File: config.mk
export PLATFORM = sky130hd
export DESIGN_NAME = shift_sequencer
export DESIGN_NICKNAME = d
export VERILOG_FILES = /design/src/rtl/shift_sequencer.sv
export SDC_FILE = /design/constraint.sdc
export NUM_CORES = 1
export LEC_CHECK = 0
export CAP_MARGIN = 15
export CORE_UTILIZATION = 44
export CTS_BUF_LIST = sky130_fd_sc_hd__clkbuf_4 sky130_fd_sc_hd__clkbuf_8
export DETAILED_ROUTE_END_ITERATION = 10
export PLACE_DENSITY = 0.75
export SETUP_SLACK_MARGIN = 0.2
export SLEW_MARGIN = 5
export SYNTH_ARGS = -nofsm -noshare
export SYNTH_HDL_FRONTEND = slang
export SYNTH_SLANG_ARGS = --single-unit
File: constraint.sdc
create_clock -name CLK -period 1.6 [get_ports CLK]
set_input_delay 0.32 -clock CLK [delete_from_list [all_inputs] [get_ports CLK]]
set_output_delay 0.32 -clock CLK [all_outputs]
set_load 0.02 [all_outputs]
File: src/rtl/shift_sequencer.sv
// -----------------------------------------------------------------------------
// shift_sequencer
//
// Sequences one load-then-shift job on a downstream 4-bit shift register.
// A job is requested with START while idle. The job parameters are captured
// at that moment. The job then runs:
//    LOAD  : 1 cycle, parallel load of the captured data word
//    SHIFT : COUNT cycles, circular or serial shift in the captured direction
//    FIN   : 1 cycle, DONE pulse
// ABORT cancels a running job (LOAD/SHIFT) with no DONE pulse.
// RESET_N is synchronous and active-low.
//
// Optional feature (macro SHIFT_SEQ_CAPTURE_EN):
//    When defined, the block gains input Q (the shift register contents) and
//    output RESULT. RESULT captures Q at the edge that ends FIN. When the
//    macro is undefined, Q/RESULT and the capture register do not exist.
//
// Ports
//    CLK      in   1  clock, rising edge
//    RESET_N  in   1  synchronous active-low reset
//    START    in   1  job request, honoured only in IDLE
//    ABORT    in   1  cancel the running job; wins over START in IDLE
//    DATA_IN  in   4  word to load
//    COUNT    in   4  number of shift cycles (0..15)
//    DIR_IN   in   1  shift direction for the job
//    CIRC     in   1  1 = circular shift, 0 = serial shift
//    SER_IN   in   1  fill bit for serial shifts
//    Q        in   4  shift register contents (capture build only)
//    ENB      out  1  shift register enable
//    DIR      out  1  shift direction
//    S_IN     out  1  serial fill bit
//    MODO     out  2  00 serial, 01 circular, 10 load, 11 hold
//    D        out  4  parallel load word
//    BUSY     out  1  high in LOAD and SHIFT
//    DONE     out  1  one-cycle completion pulse (FIN)
//    RESULT   out  4  captured result (capture build only)
// -----------------------------------------------------------------------------
module shift_sequencer (
   input  logic       CLK,
   input  logic       RESET_N,
   input  logic       START,
   input  logic       ABORT,
   input  logic [3:0] DATA_IN,
   input  logic [3:0] COUNT,
   input  logic       DIR_IN,
   input  logic       CIRC,
   input  logic       SER_IN,
`ifdef SHIFT_SEQ_CAPTURE_EN
   input  logic [3:0] Q,
   output logic [3:0] RESULT,
`endif
   output logic       ENB,
   output logic       DIR,
   output logic       S_IN,
   output logic [1:0] MODO,
   output logic [3:0] D,
   output logic       BUSY,
   output logic       DONE
);

   localparam logic [1:0] MODE_SERIAL   = 2'b00;
   localparam logic [1:0] MODE_CIRCULAR = 2'b01;
   localparam logic [1:0] MODE_LOAD     = 2'b10;
   localparam logic [1:0] MODE_HOLD     = 2'b11;

   typedef enum logic [1:0] {
      IDLE  = 2'b00,
      LOAD  = 2'b01,
      SHIFT = 2'b10,
      FIN   = 2'b11
   } state_t;

   state_t     state_r;
   logic [3:0] cnt_r;    // remaining shift cycles, exits SHIFT when it reads 1
   logic       dir_r;    // captured job direction
   logic       circ_r;   // captured shift kind
   logic       ser_r;    // captured serial fill bit

   // Job FSM with all outputs registered alongside the state transition.
   always_ff @(posedge CLK) begin
      if (!RESET_N) begin
         state_r <= IDLE;
         cnt_r   <= 4'd0;
         dir_r   <= 1'b0;
         circ_r  <= 1'b0;
         ser_r   <= 1'b0;
         ENB     <= 1'b0;
         DIR     <= 1'b0;
         S_IN    <= 1'b0;
         MODO    <= MODE_HOLD;
         D       <= 4'b0000;
         BUSY    <= 1'b0;
         DONE    <= 1'b0;
      end else begin
         // DONE is a single-cycle pulse; only the exit into FIN raises it.
         DONE <= 1'b0;
         case (state_r)
            IDLE: begin
               // ABORT beats START so a simultaneous request is dropped.
               if (START && !ABORT) begin
                  state_r <= LOAD;
                  cnt_r   <= COUNT;
                  dir_r   <= DIR_IN;
                  circ_r  <= CIRC;
                  ser_r   <= SER_IN;
                  D       <= DATA_IN;
                  ENB     <= 1'b1;
                  MODO    <= MODE_LOAD;
                  BUSY    <= 1'b1;
               end else begin
                  state_r <= IDLE;
                  ENB     <= 1'b0;
                  MODO    <= MODE_HOLD;
                  BUSY    <= 1'b0;
               end
            end

            LOAD: begin
               if (ABORT) begin
                  state_r <= IDLE;
                  ENB     <= 1'b0;
                  MODO    <= MODE_HOLD;
                  BUSY    <= 1'b0;
               end else if (cnt_r != 4'd0) begin
                  state_r <= SHIFT;
                  ENB     <= 1'b1;
                  DIR     <= dir_r;
                  S_IN    <= ser_r;
                  MODO    <= circ_r ? MODE_CIRCULAR : MODE_SERIAL;
                  BUSY    <= 1'b1;
               end else begin
                  // Zero-length job: straight to completion after the load.
                  state_r <= FIN;
                  ENB     <= 1'b0;
                  MODO    <= MODE_HOLD;
                  BUSY    <= 1'b0;
                  DONE    <= 1'b1;
               end
            end

            SHIFT: begin
               // ABORT is tested first so it wins over counter expiry.
               if (ABORT) begin
                  state_r <= IDLE;
                  ENB     <= 1'b0;
                  MODO    <= MODE_HOLD;
                  BUSY    <= 1'b0;
               end else if (cnt_r == 4'd1) begin
                  state_r <= FIN;
                  cnt_r   <= 4'd0;
                  ENB     <= 1'b0;
                  MODO    <= MODE_HOLD;
                  BUSY    <= 1'b0;
                  DONE    <= 1'b1;
               end else begin
                  state_r <= SHIFT;
                  cnt_r   <= cnt_r - 4'd1;
                  ENB     <= 1'b1;
                  MODO    <= circ_r ? MODE_CIRCULAR : MODE_SERIAL;
                  BUSY    <= 1'b1;
               end
            end

            FIN: begin
               // START here is deliberately ignored; restart is from IDLE.
               state_r <= IDLE;
               ENB     <= 1'b0;
               MODO    <= MODE_HOLD;
               BUSY    <= 1'b0;
            end

            default: begin
               state_r <= IDLE;
               ENB     <= 1'b0;
               MODO    <= MODE_HOLD;
               BUSY    <= 1'b0;
            end
         endcase
      end
   end

`ifdef SHIFT_SEQ_CAPTURE_EN
   // Result capture: Q during FIN already holds the post-final-shift word.
   always_ff @(posedge CLK) begin
      if (!RESET_N) begin
         RESULT <= 4'b0000;
      end else if (state_r == FIN) begin
         RESULT <= Q;
      end else begin
         RESULT <= RESULT;
      end
   end
`endif

endmodule

==> flow_metrics.env, run 1 <==
export IMPL_die_h_um=48.8
export IMPL_holdBufCountCts=0
export IMPL_portBuffers=25
export IMPL_antenna_found_initial=0
export IMPL_powerDensity_nw_per_um2=649
export IMPL_finalCritPeriodShare_pct=93.5
export IMPL_cts_tree="done"
export IMPL_fp_row_count=16
export IMPL_hpwl_um=1750
export IMPL_grt_max_degree=12
export IMPL_nets=171
export IMPL_hold_viol=0
export IMPL_final_setup_worst_slack_ps=103
export IMPL_cp_start_kind="flop"
export IMPL_syn_area_um2=965
export IMPL_setup_viol=0
export IMPL_placed_cells=163
export IMPL_wire_per_inst_um=15.9
export IMPL_maxSlewViolCount=0
export IMPL_grt_pass1_vias=920
export IMPL_core_um2=2000
export IMPL_worstPathRequired_ps=1800
export IMPL_fmax_ghz=0.668
export IMPL_yosysWarnings=0
export IMPL_r2r_end="cnt_r[0]"
export IMPL_cp_arrival_ps=1690
export IMPL_cts_sinks=19
export IMPL_grt_usage_pct=23.1
export IMPL_io_pin_count=26
export IMPL_worstMarginPinSlew_ps=364
export IMPL_cellLeakagePower_uw=0.000669
export IMPL_areaGrowthSynthToFinish_pct=59.1
export IMPL_grt_first_pass_wirelength_um=4230
export IMPL_numCtsBuffers=3
export IMPL_root_buffer="clkbuf_4"
export IMPL_finalCriticalPeriod_ps=1500
export IMPL_yosysUniqueCellTypes=36
export IMPL_cp_startpoint="state_r[0]"
export IMPL_min_path_cells=2
export IMPL_crit_type="flop to flop"
export IMPL_start_util_pct=48.2
export IMPL_vias=955
export IMPL_dr_pass1_iters=4
export IMPL_holdPathEnd="S_IN"
export IMPL_wl_um=2770
export IMPL_drc=0
export IMPL_num_antenna_cells=0
export IMPL_clk_pin_slew_ps=110
export IMPL_power_uw=996
export IMPL_finalNonFillerCells=174
export IMPL_rr_worst_depth=5
export IMPL_overflow=0
export IMPL_reg2reg_from="state_r[0]"
export IMPL_regToRegSetupSlack_ps=100
export IMPL_drt_initial_drc_count=12
export IMPL_dieArea_um2=2380
export IMPL_dpl_cell_area_um2=1360
export IMPL_nFillCells=143
export IMPL_hold_class="flop to flop"
export IMPL_syn_inst=105
export IMPL_status="finished clean"
export IMPL_rsz0062_at_grt="yes"
export IMPL_finalClockSkew_ps=7.35
export IMPL_post_place_ws_ps=-63.0
export IMPL_maxCapViolations=0
export IMPL_cp_max_fo=4
export IMPL_gp_congestion=0.879
export IMPL_fin_area_um2=1540
export IMPL_syn_avg_cell_area_um2=9.19
export IMPL_seq_area_frac_synth_pct=39.4
export IMPL_die_w_um=48.8
export IMPL_cp_end_kind="flop"
export IMPL_holdWs_ps=477
export IMPL_peakVddDrop_v=0.000548
export IMPL_maxSlewHeadroom_pct=75.7
export IMPL_final_layout_size_suffix_gt1_share_pct=32.0
export IMPL_syn_nets=128
export IMPL_viasPerCell=5.49
export IMPL_synth_seq_cells=19
export IMPL_cts_buffer_depth=2
export IMPL_min_delay_start="ser_r"
export IMPL_h_tree_depth=1
export IMPL_drtAntennaViolNets=0
export IMPL_clock_latency_ps=300
cells in the final DEF (no fill, tap or decap), types with 4 or more instances in the layout:
| cell type | count |
|---|---|
| nor2_1 | 11 |
| mux2i_1 | 7 |
| buf_4 | 16 |
| clkdlybuf4s50_1 | 14 |
| dfxtp_1 | 15 |
| dlygate4sd2_1 | 11 |
| ha_1 | 4 |
| o21ai_0 | 5 |
what timing repair did:
action                                  in CTS  in global routing
resized for setup                           28                 10
endpoints found under the setup margin      21                 18
pin swaps                                    6                  3
setup buffers                                3                  4
hold endpoints to repair                     0                  0
state kept, by name, indices dropped and copies added, names as in the netlist:
signal / count
D: 4
cnt_r: 4
MODO: 2
state_r: 2
BUSY: 1
DIR: 1
DONE: 1
S_IN: 1
circ_r: 1
dir_r: 1
ser_r: 1
area by class of cell:
cell class / count / area [µm²] / share of cell area (%)
Clock buffer: 3 / 22.5 / 1.47
Clock inverter: 1 / 5.00 / 0.326
Inverter: 7 / 33.8 / 2.20
Multi-Input combinational cell: 74 / 659 / 43.0
Sequential cell: 19 / 393 / 25.6
Tap cell: 27 / 33.8 / 2.20
Timing Repair Buffer: 43 / 388 / 25.3
worst max-delay path by stage:
stage / cells after the start / slack [ps] / to
4_1_cts: 5 / 110 / BUSY
3_5_place_dp: 5 / -60 / cnt_r[3]
3_3_place_gp: 4 / -20 / cnt_r[0]
6_report: 5 / 100 / cnt_r[0]
5_1_grt: 6 / 50 / cnt_r[3]
2_1_floorplan: 5 / 190 / cnt_r[0]
cells by family (layout without fill, tap and decap cells):
group                      count (synthesis)  count (layout)  share of synthesized area (%)
DFF                                       19              19                           39.4
muxes                                      8               8                           8.30
adders and majority gates                  8               8                           10.4
AOI/OAI and AO/OA                         22              22                           15.8
buffers and inverters                     12              54                           5.32
and+or+nand+nor                           36              36                           20.8
power by group:
part	leakage [µW]	internal (µW)	switching, µW
logic	0.000493	131	109
registers	0.000158	490	18.4
clock network	0.0000177	93.3	154
cell usage after synthesis, drive strengths merged:
cell type  instances  area, µm²
a2111oi            1       8.76
a211oi             2       15.0
a21oi              2       10.0
a22oi              2       15.0
a31oi              1       6.26
and2b              1       7.51
and3               1       6.26
buf                3       17.5
clkbuf             2       7.51
dfxtp             19        380
ha                 8        100
inv                7       26.3
mux2i              8       80.1
nand2              2       7.51
nand2b             3       18.8
nand3              3       15.0
nand3b             1       7.51
nand4b             1       8.76
nor2              11       41.3
nor2b              4       25.0
nor3               1       5.00
nor3b              2       15.0
nor4               1       6.26
o211ai             1       7.51
o21ai              6       30.0
o221ai             1       8.76
o311a              1       10.0
o311ai             1       8.76
o31a               1       8.76
o31ai              2       15.0
o41ai              1       8.76
or2                2       12.5
or3                1       6.26
or3b               2       17.5
worst max-delay path, cell delays in order (launching register included):
cell and delay [ps]:
dfxtp_4 390, inv_4 50, ha_4 160, mux2i_4 190, or2_4 240, o311a_1 340
per-layer routing:
metal  track usage (%)  vias to the layer above  share of wire [%]
li1                  -                      454                  -
met1              28.3                      457                 43
met2              40.3                       37                 50
met3              4.36                        7                5.0
met4              7.35                        0                1.6
met5                 0                        -                  0
through the flow:
step | util, % | TNS (ps)
after floorplan | - | 0
after global placement | 67.7 | -31.4
after detailed placement | 67.7 | -419
after CTS | 73.4 | 0
after global routing | 76.7 | 0
final | 76.7 | 0
No activity file was read; power rests on OpenSTA's default activity.
==> run 2, diff against run 1 <==
--- a/config.mk
+++ b/config.mk
@@ -6,11 +6,12 @@
 export NUM_CORES = 1
 export LEC_CHECK = 0
 export CAP_MARGIN = 15
-export CORE_UTILIZATION = 44
-export CTS_BUF_LIST = sky130_fd_sc_hd__clkbuf_4 sky130_fd_sc_hd__clkbuf_8
+export CORE_UTILIZATION = 42
+export CTS_CLUSTER_SIZE = 30
 export DETAILED_ROUTE_END_ITERATION = 10
-export PLACE_DENSITY = 0.75
+export PLACE_DENSITY = 0.72
 export SETUP_SLACK_MARGIN = 0.2
+export SKIP_LAST_GASP = 1
 export SLEW_MARGIN = 5
 export SYNTH_ARGS = -nofsm -noshare
 export SYNTH_HDL_FRONTEND = slang
==> run 2 against run 1 <==
Against the previous run:
- clock skew down 4.4 ps
- largest cell class unchanged
- count of clock-buffer cells in the layout up 1
- highest routed layer unchanged
- via count is 1.8% lower
- non-clock buffer count is 1 lower
- first-iteration DRC count grew 42%
- sequential share of layout area fell by 0.31 points
==> flow_metrics.env, run 2 (same netlist as run 1, synthesis figures left out) <==
export IMPL_wl_um=2540
export IMPL_cp_end_kind="flop"
export IMPL_num_antenna_cells=0
export IMPL_drc=0
export IMPL_numCtsBuffers=3
export IMPL_die_h_um=49.9
export IMPL_hold_viol=0
export IMPL_portBuffers=25
export IMPL_worstPathRequired_ps=1790
export IMPL_cts_sinks=19
export IMPL_clock_latency_ps=290
export IMPL_cp_start_kind="flop"
export IMPL_root_buffer="clkbuf_4"
export IMPL_maxCapViolations=0
export IMPL_regArea_um2=390
export IMPL_crit_buf_inv=1
export IMPL_cp_arrival_ps=1670
export IMPL_finalCritPeriodShare_pct=92.4
export IMPL_route_met2_wl_um=1270
export IMPL_wl_met1_um=1150
export IMPL_cts_buffer_depth=2
export IMPL_areaGrowthSynthToFinish_pct=60.1
export IMPL_drt_initial_drc_count=17
export IMPL_powerDensity_nw_per_um2=637
export IMPL_dieArea_um2=2490
export IMPL_top_regs="D x4, cnt_r x4"
export IMPL_rsz0062_at_grt="yes"
export IMPL_top_layer="met4"
export IMPL_finalCriticalPeriod_ps=1480
export IMPL_gp_congestion=0.795
export IMPL_cpLargestDelayFamily="flip-flops"
export IMPL_finalClockSkew_ps=2.92
export IMPL_holdWs_ps=482
export IMPL_hpwl_um=1710
export IMPL_cellLeakagePower_uw=0.000659
export IMPL_worstMarginPinSlew_ps=407
export IMPL_status="finished clean"
export IMPL_holdBufCountCts=0
export IMPL_core_um2=2060
export IMPL_final_cell_mix="dfxtp_1 (15), clkdlybuf4s50_1 (13), buf_4 (13)"
export IMPL_dr_pass1_iters=4
export IMPL_wire_per_inst_um=14.7
export IMPL_max_stage_delay_ps=390
export IMPL_placed_cells=163
export IMPL_nFillCells=137
export IMPL_worstPathCellList="inv_4, ha_4, mux2i_4, or2_4, o311a_1"
export IMPL_crit_slowest_cell="dfxtp_4"
export IMPL_grt_first_pass_wirelength_um=4050
export IMPL_start_util_pct=46.8
export IMPL_finalNonFillerCells=173
export IMPL_die_w_um=49.9
export IMPL_setup_viol=0
export IMPL_maxSlewViolCount=0
export IMPL_swShare_pct=27.4
export IMPL_final_common_cell="dfxtp_1"
export IMPL_post_place_ws_ps=-77.3
export IMPL_vias=938
export IMPL_final_layout_size_suffix_gt1_share_pct=34.2
export IMPL_seqPwrFrac_pct=51.7
export IMPL_combPwrFrac_pct=23.4
export IMPL_maxSlewHeadroom_pct=72.8
export IMPL_grt_usage_pct=21.3
export IMPL_nets=170
export IMPL_final_setup_worst_slack_ps=122
export IMPL_grt_max_degree=11
export IMPL_cp_max_fo=4
export IMPL_h_tree_depth=1
export IMPL_cts_tree="done"
export IMPL_hold_class="flop to flop"
export IMPL_clk_pin_slew_ps=110
export IMPL_fmax_ghz=0.677
export IMPL_clock_power_share_pct=24.9
export IMPL_overflow=0
export IMPL_grt_pass1_vias=903
export IMPL_p_sw_uw=269
export IMPL_viasPerCell=5.42
export IMPL_p_int_uw=714
export IMPL_io_pin_count=26
export IMPL_multiInputGateArea_um2=669
export IMPL_met3_wirelength_um=92
export IMPL_peakVddDrop_v=0.000458
export IMPL_crit_type="flop to flop"
export IMPL_antenna_found_initial=0
export IMPL_fp_row_count=16
export IMPL_drtAntennaViolNets=0
export IMPL_final_util_pct=74.9
## run 2: power groups by stage
stage | combinational (µW) | sequential [µW] | clock [µW]
floorplan | 92.2 | 528 | 0
global placement | 193 | 519 | 0
detailed placement | 196 | 520 | 0
CTS | 213 | 509 | 240
global route | 248 | 513 | 278
finish | 230 | 509 | 245
## run 2: through the flow
stage	TNS [ps]	total power [µW]	area, µm²
2_1_floorplan	0	621	1000
4_1_cts	0	962	1470
6_report	0	983	1540
5_1_grt	0	1040	1540
3_3_place_gp	-533	712	1360
3_5_place_dp	-769	716	1360
## run 2: routing by layer
metal | GRT usage (%) | up-vias
li1 | - | 455
met1 | 26.8 | 453
met2 | 36.9 | 24
met3 | 3.70 | 6
met4 | 5.71 | 0
met5 | 0 | -
## run 2: cell type report
class,instances,share of cell area (%)
inverter,7,2.19
timing repair buffer,42,25.3
multi-input combinational,74,43.4
clock buffer,4,1.70
sequential,19,25.3
tap,27,2.19
## run 2: path summary, 6_finish.rpt
check,startpoint,endpoint,slack [ps],cells after the start
setup / recovery,state_r[1],cnt_r[0],120,5
setup reg to reg,state_r[1],cnt_r[0],120,5
hold reg to reg,ser_r,S_IN,480,2
hold / removal,ser_r,S_IN,480,2
## run 2: timing repair
item,CTS,global route
endpoints found under the setup margin,21,16
pin swaps,3,3
resized for setup,30,14
buffers inserted,4,2
gates cloned,0,0
## run 2: worst min-delay path: stages, from the launching register on
cell     delay (ps)
dfxtp_1         330
nand3_1          60
a21oi_1          50
